**src/rtl/muldiv_seq.sv**
```systemverilog
// Iterative 32-step multiply/divide sequencer for the MIPS pipeline.
// Holds the HI/LO pair in DONE until MEM consumes it; WB cancel aborts any op.
module muldiv_seq #(
  parameter logic [31:0] DIV0_LO = 32'hFFFF_FFFF,
  parameter int          ITER    = 32
) (
  input  logic        clk,
  input  logic        resetn,
  input  logic        in_valid,
  output logic        in_ready,
  input  logic [1:0]  in_op,
  input  logic [31:0] in_src1,
  input  logic [31:0] in_src2,
  input  logic        cancel,
  output logic        out_valid,
  input  logic        out_ready,
  output logic [31:0] out_hi,
  output logic [31:0] out_lo,
  output logic        busy
);

  localparam int CW = $clog2(ITER);

  typedef enum logic [1:0] {
    S_IDLE = 2'd0,
    S_RUN  = 2'd1,
    S_FIX  = 2'd2,
    S_DONE = 2'd3
  } state_t;

  state_t r_state;
  state_t w_state_next;

  logic [CW-1:0] r_cnt;
  logic          r_is_div;
  logic          r_neg_res;
  logic          r_neg_rem;
  logic          r_div0;
  logic [31:0]   r_hi;
  logic [31:0]   r_lo;
  logic [31:0]   r_b;
  logic [31:0]   r_src1;
  logic [31:0]   r_out_hi;
  logic [31:0]   r_out_lo;

  logic          w_accept;
  logic          w_last;
  logic          w_signed;
  logic          w_s1neg;
  logic          w_s2neg;
  logic [31:0]   w_abs1;
  logic [31:0]   w_abs2;
  logic [32:0]   w_sum;
  logic [32:0]   w_rem_sh;
  logic [33:0]   w_diff;
  logic          w_ge;
  logic [63:0]   w_prod;
  logic [63:0]   w_prod_fix;
  logic [31:0]   w_quo_fix;
  logic [31:0]   w_rem_fix;
  logic [31:0]   w_fix_hi;
  logic [31:0]   w_fix_lo;

  assign in_ready  = (r_state == S_IDLE);
  assign busy      = (r_state != S_IDLE);
  assign out_valid = (r_state == S_DONE);
  assign out_hi    = r_out_hi;
  assign out_lo    = r_out_lo;

  assign w_accept = (r_state == S_IDLE) && in_valid && !cancel;
  assign w_last   = (r_cnt == CW'(ITER - 1));

  // Operand conditioning: magnitudes for signed ops, sign fix-up applied in FIX.
  assign w_signed = !in_op[0];
  assign w_s1neg  = w_signed && in_src1[31];
  assign w_s2neg  = w_signed && in_src2[31];
  assign w_abs1   = w_s1neg ? (~in_src1 + 32'd1) : in_src1;
  assign w_abs2   = w_s2neg ? (~in_src2 + 32'd1) : in_src2;

  // Multiply step: {hi,lo} holds partial product above the unconsumed multiplier.
  assign w_sum = {1'b0, r_hi} + (r_lo[0] ? {1'b0, r_b} : 33'd0);

  // Divide step: {hi,lo} is {remainder, dividend/quotient}.
  assign w_rem_sh = {r_hi, r_lo[31]};
  assign w_diff   = {1'b0, w_rem_sh} - {2'b00, r_b};
  assign w_ge     = !w_diff[33];

  assign w_prod     = {r_hi, r_lo};
  assign w_prod_fix = r_neg_res ? (~w_prod + 64'd1) : w_prod;
  assign w_quo_fix  = r_neg_res ? (~r_lo + 32'd1) : r_lo;
  assign w_rem_fix  = r_neg_rem ? (~r_hi + 32'd1) : r_hi;

  always_comb begin
    w_fix_hi = w_prod_fix[63:32];
    w_fix_lo = w_prod_fix[31:0];
    if (r_is_div) begin
      if (r_div0) begin
        w_fix_hi = r_src1;
        w_fix_lo = DIV0_LO;
      end else begin
        w_fix_hi = w_rem_fix;
        w_fix_lo = w_quo_fix;
      end
    end
  end

  always_ff @(posedge clk) begin
    if (!resetn) begin
      r_state <= S_IDLE;
    end else begin
      r_state <= w_state_next;
    end
  end

  always_comb begin
    w_state_next = r_state;
    if (cancel) begin
      w_state_next = S_IDLE;
    end else begin
      case (r_state)
        S_IDLE: if (in_valid) w_state_next = S_RUN;
        S_RUN:  if (w_last) w_state_next = S_FIX;
        S_FIX:  w_state_next = S_DONE;
        S_DONE: if (out_ready) w_state_next = S_IDLE;
        default: w_state_next = S_IDLE;
      endcase
    end
  end

  always_ff @(posedge clk) begin
    if (!resetn) begin
      r_cnt     <= '0;
      r_is_div  <= 1'b0;
      r_neg_res <= 1'b0;
      r_neg_rem <= 1'b0;
      r_div0    <= 1'b0;
      r_hi      <= '0;
      r_lo      <= '0;
      r_b       <= '0;
      r_src1    <= '0;
      r_out_hi  <= '0;
      r_out_lo  <= '0;
    end else begin
      if (w_accept) begin
        r_cnt     <= '0;
        r_is_div  <= in_op[1];
        r_neg_res <= w_s1neg ^ w_s2neg;
        r_neg_rem <= w_s1neg;
        r_div0    <= in_op[1] && (in_src2 == 32'd0);
        r_src1    <= in_src1;
        r_hi      <= '0;
        r_lo      <= in_op[1] ? w_abs1 : w_abs2;
        r_b       <= in_op[1] ? w_abs2 : w_abs1;
      end else if (r_state == S_RUN) begin
        r_cnt <= r_cnt + CW'(1);
        if (r_is_div) begin
          r_hi <= w_ge ? w_diff[31:0] : w_rem_sh[31:0];
          r_lo <= {r_lo[30:0], w_ge};
        end else begin
          r_hi <= w_sum[32:1];
          r_lo <= {w_sum[0], r_lo[31:1]};
        end
      end
      // A cancel during FIX drops the result, leaving the previous outputs intact.
      if (r_state == S_FIX && !cancel) begin
        r_out_hi <= w_fix_hi;
        r_out_lo <= w_fix_lo;
      end
    end
  end

endmodule

```
**config.mk**
```make
export PLATFORM = sky130hd
export DESIGN_NAME = muldiv_seq
export DESIGN_NICKNAME = d
export VERILOG_FILES = /design/src/rtl/muldiv_seq.sv
export SDC_FILE = /design/constraint.sdc
export NUM_CORES = 1
export LEC_CHECK = 0
export ABC_AREA = 0
export BUFFER_PORTS_ARGS = -buffer_cell sky130_fd_sc_hd__buf_2
export CORE_MARGIN = 1.5
export CORE_UTILIZATION = 50
export DETAILED_ROUTE_END_ITERATION = 16
export PLACE_DENSITY = 0.76
export SETUP_SLACK_MARGIN = 0.2
export SYNTH_ARGS = -nofsm -noshare
export SYNTH_HDL_FRONTEND = slang
export SYNTH_SLANG_ARGS = --single-unit
export TNS_END_PERCENT = 100
```
**constraint.sdc**
```tcl
create_clock -name clk -period 3.47 [get_ports clk]
set_input_delay 0.347 -clock clk [delete_from_list [all_inputs] [get_ports clk]]
set_output_delay 0.347 -clock clk [all_outputs]
set_load 0.01 [all_outputs]
```
==> results.md <==
- Latest clock arrival within the worst-skew pair: 0.53 ns
- Slew Viols, Final: 0
- Overflow left after global routing: 0
- Vias in the first global route: 15786
- Slack of the worst reg-to-reg path: between 0.2 and 0.3 ns
- Count of buffers inserted at the top-level ports: 137
- Effective utilization at floorplan: 0.510
- Top layer used by detailed routing: met4
- Async set-or-reset flop fraction in the synthesized netlist: 0
- DR WL/cell: 21.1 um
- CTS buffer count: 24
- Growth of design area from synthesis to finish: 15.1%
- Hold_sp: in_src1[4]
- All-Layer GR Usage: 0.330
- Core area: 31600 um2
- Post-Route Skew: 0.0169 ns
- Detailed-placement wirelength estimate: 42600 um
- Vias per Instance: ~6.3
- Footprint of the flip-flops and latches: 4080 um2
- Row count: 65
- Number of search-and-repair iterations in the first detailed-routing pass: 6
- H-tree depth reported by CTS: 1
- Post-route clock period utilization: 0.914
- Die Width: 183 um
- Filler-free cell count of the finished design: approximately 2700
- Startpoint class of the critical path: flip-flop
- Syn Area/Cell: between 7 and 8 um2
- Die area: 33400 um2
- Post-synthesis sequential area ratio: 0.252
- Distinct cell type count of the synthesized netlist: 79
- Leakage power total: 7.51 nW
- Depth of the worst register-to-register path: 14
- RSZ-0062 raised after global routing: true
- Launching point of the worst reg2reg path: r_lo[0]
- Type of the worst min-delay path: in2reg
- Number of I/O pins: 138
- Final setup margin: 0.300 ns
- Worst hold margin: 0.103 ns
- Endpoint required time on the critical path: 3.93 ns
- Worst-path clk slew: 0.06 ns
- Number of standard cells after synthesis: 2197
- Length of routed wiring on met1: 24600 um
- Count of flip-flops with a built-in enable after synthesis: 0
- Leading cell type in the layout, fill and taps excluded: sky130_fd_sc_hd__nand2_1
- Leading register cell type out of synthesis: sky130_fd_sc_hd__dfxtp_1
- Outcome: finished, final reports clean
- Drt drc: 0
- Total vias in the final route: 17182
- Fmax achieved: between 0.3 and 0.4 GHz
- Actual slew at the worst max-slew pin: 0.837 ns
- Synthesized area: about 16000 um2
- Data arrival time of the critical path: 3.63 ns
- Detail Route met2 WL: 25700 um
- Total of fill cells in the finished design: 2965
- Total negative slack for setup checks: 0 ns
- Cell Count Post-Placement: roughly 2700
- Die Y: 183 um
- Maximum net fanout on the critical path: 17
- Kind of end point of the critical path: flip-flop
- Clock period minus worst slack: 3.17 ns
- Worst supply voltage drop on vdd: 362 uV
- TritonCTS clock tree: built
- Layout Nets: 2447
- Root Buffer: sky130_fd_sc_hd__clkbuf_16
- Final count of hold timing violations: 0
- Worst Hold Path Cells: 3
- Critical setup path kind: reg2reg
- Synth Net Count: roughly 2300
- R2r endpoint: r_hi[30]
- DRT Wirelength: 57500 um
- Routability-driven placement congestion ratio: slightly above 1
- Maximum root-to-sink buffer count: 3
- Layout cell share with drive strength beyond 1: 0.147
- Largest net degree at the start of global routing: 98
- Number of sinks handled by clock tree synthesis: 203
- Worst Setup Slack post-DPL: 0.107 ns
- Initial antenna violation count: 0
- Yosys reg bits: roughly 200
- Detailed router's first-iteration violation count: approximately 1900
- Total power density per cell area: 385 nW/um2
- Met3 wire len: 4700 um
- Number of setup violations in the final report: 0
- Commonest non-fill, non-tap cells in the layout: 305 x sky130_fd_sc_hd__nand2_1, 206 x sky130_fd_sc_hd__o21ai_0, 196 x sky130_fd_sc_hd__dfxtp_1
- Remaining antenna violation count after routing: 0
- Synth warnings: 0
- End of the worst hold path: r_src1[4]
- Global-route wire length before repair: between 80000 and 90000 um
- Max_cap viols: 0
- Slew Limit Headroom: 0.440
- Footprint of the multi-input gates: between 10000 and 15000 um2
==> cell type report <==
| class | count | share of cell area |
|---|---|---|
| multi-input combinational | 1765 | 0.613 |
| sequential | 203 | 0.219 |
| timing repair buffer | 234 | 0.0805 |
| inverter | 72 | 0.0147 |
| clock buffer | 32 | 0.0372 |
| antenna | 1 | 0.000135 |
| tap | 402 | 0.0271 |
| clock inverter | 12 | 0.00775 |
==> state kept, by name, summed over array words and instances, names as in the netlist <==
register / count
out_hi: 32
out_lo: 32
r_b: 32
r_hi: 32
r_lo: 32
r_src1: 32
r_cnt: 5
r_state: 2
r_div0: 1
r_is_div: 1
r_neg_rem: 1
r_neg_res: 1
==> stage by stage <==
step | utilization | power (W) | cell area, um2
2_1_floorplan | - | 0.00380 | 16100
3_3_place_gp | 0.552 | 0.00438 | 17500
3_5_place_dp | 0.552 | 0.00440 | 17500
4_1_cts | 0.580 | 0.00708 | 18300
5_1_grt | 0.587 | 0.00743 | 18600
6_report | 0.587 | 0.00715 | 18600
==> worst max-delay path by stage <==
stage | start | end | slack, ns | cells past startpoint
6_report | r_lo[0] | r_hi[30] | 0.30 | 14
5_1_grt | r_lo[0] | r_hi[27] | 0.12 | 15
4_1_cts | r_lo[0] | r_hi[27] | 0.17 | 14
3_5_place_dp | r_lo[31] | r_hi[30] | 0.11 | 14
3_3_place_gp | r_hi[1] | out_hi[28] | 0.12 | 12
2_1_floorplan | r_lo[0] | r_hi[30] | 0.35 | 13
==> timing repair <==
item | in CTS | in global routing
cloned | 0 | 1
pin swaps | 1 | 14
hold buffers | 0 | 0
buffers inserted | 0 | 9
endpoints found under the setup margin | 7 | 26
gates resized for setup | 8 | 37
hold endpoints to repair | 0 | 0
==> logic make-up (layout without fill, tap and decap cells) <==
kind of cell	Yosys count	count (layout)	synth area share
AND/OR/NAND/NOR	700	700	0.201
flip-flops	203	203	0.252
XOR/XNOR	197	197	0.107
multiplexers	63	63	0.0393
buffers and inverters	229	350	0.0543
AO/OA/AOI/OAI	729	729	0.287
adder cells (fa/ha/maj)	76	76	0.0598
other	0	1	0
==> per-layer routing <==
| metal | track usage | vias to the layer above |
|---|---|---|
| met5 | 0 | - |
| met4 | 0.122 | 0 |
| met3 | 0.0557 | 133 |
| met2 | 0.532 | 832 |
| met1 | 0.440 | 8126 |
| li1 | - | 8091 |
==> critical path: stages (launching register included) <==
cell and delay (ns):
sky130_fd_sc_hd__dfxtp_4 0.37, sky130_fd_sc_hd__clkinvlp_4 0.11, sky130_fd_sc_hd__buf_12 0.16, sky130_fd_sc_hd__nor2_1 0.06
sky130_fd_sc_hd__ha_1 0.38, sky130_fd_sc_hd__and3_4 0.22, sky130_fd_sc_hd__and4_1 0.20, sky130_fd_sc_hd__o21ai_0 0.09
sky130_fd_sc_hd__buf_4 0.17, sky130_fd_sc_hd__a2111oi_4 0.45, sky130_fd_sc_hd__o311ai_1 0.15, sky130_fd_sc_hd__a41oi_1 0.22
sky130_fd_sc_hd__xnor2_1 0.09, sky130_fd_sc_hd__a311o_1 0.35, sky130_fd_sc_hd__nor2_1 0.08
==> cell usage after synthesis (22+ instances only) <==
master | instances | area, um2
sky130_fd_sc_hd__a21oi_1 | 164 | 821
sky130_fd_sc_hd__nor3_1 | 35 | 175
sky130_fd_sc_hd__dfxtp_1 | 203 | 4060
sky130_fd_sc_hd__nand2_1 | 306 | 1150
sky130_fd_sc_hd__o31ai_1 | 26 | 195
sky130_fd_sc_hd__a21o_1 | 24 | 180
sky130_fd_sc_hd__xnor2_1 | 101 | 885
sky130_fd_sc_hd__nand3_1 | 31 | 155
sky130_fd_sc_hd__nor2_1 | 153 | 574
sky130_fd_sc_hd__o21ai_0 | 210 | 1050
sky130_fd_sc_hd__xor2_1 | 96 | 841
sky130_fd_sc_hd__ha_1 | 74 | 926
sky130_fd_sc_hd__a21boi_0 | 50 | 375
sky130_fd_sc_hd__o211ai_1 | 60 | 450
sky130_fd_sc_hd__mux2i_1 | 60 | 601
sky130_fd_sc_hd__and3_1 | 22 | 138
sky130_fd_sc_hd__a31oi_1 | 23 | 144
sky130_fd_sc_hd__inv_1 | 71 | 267
sky130_fd_sc_hd__clkbuf_1 | 136 | 510
sky130_fd_sc_hd__o22ai_1 | 24 | 150
==> power breakdown <==
part           internal (W)  total (W)  switching [W]
registers           0.00243    0.00256       0.000133
clock network       0.00162    0.00268        0.00106
logic              0.000739    0.00190        0.00117
Power figures use the tool's default switching activity.
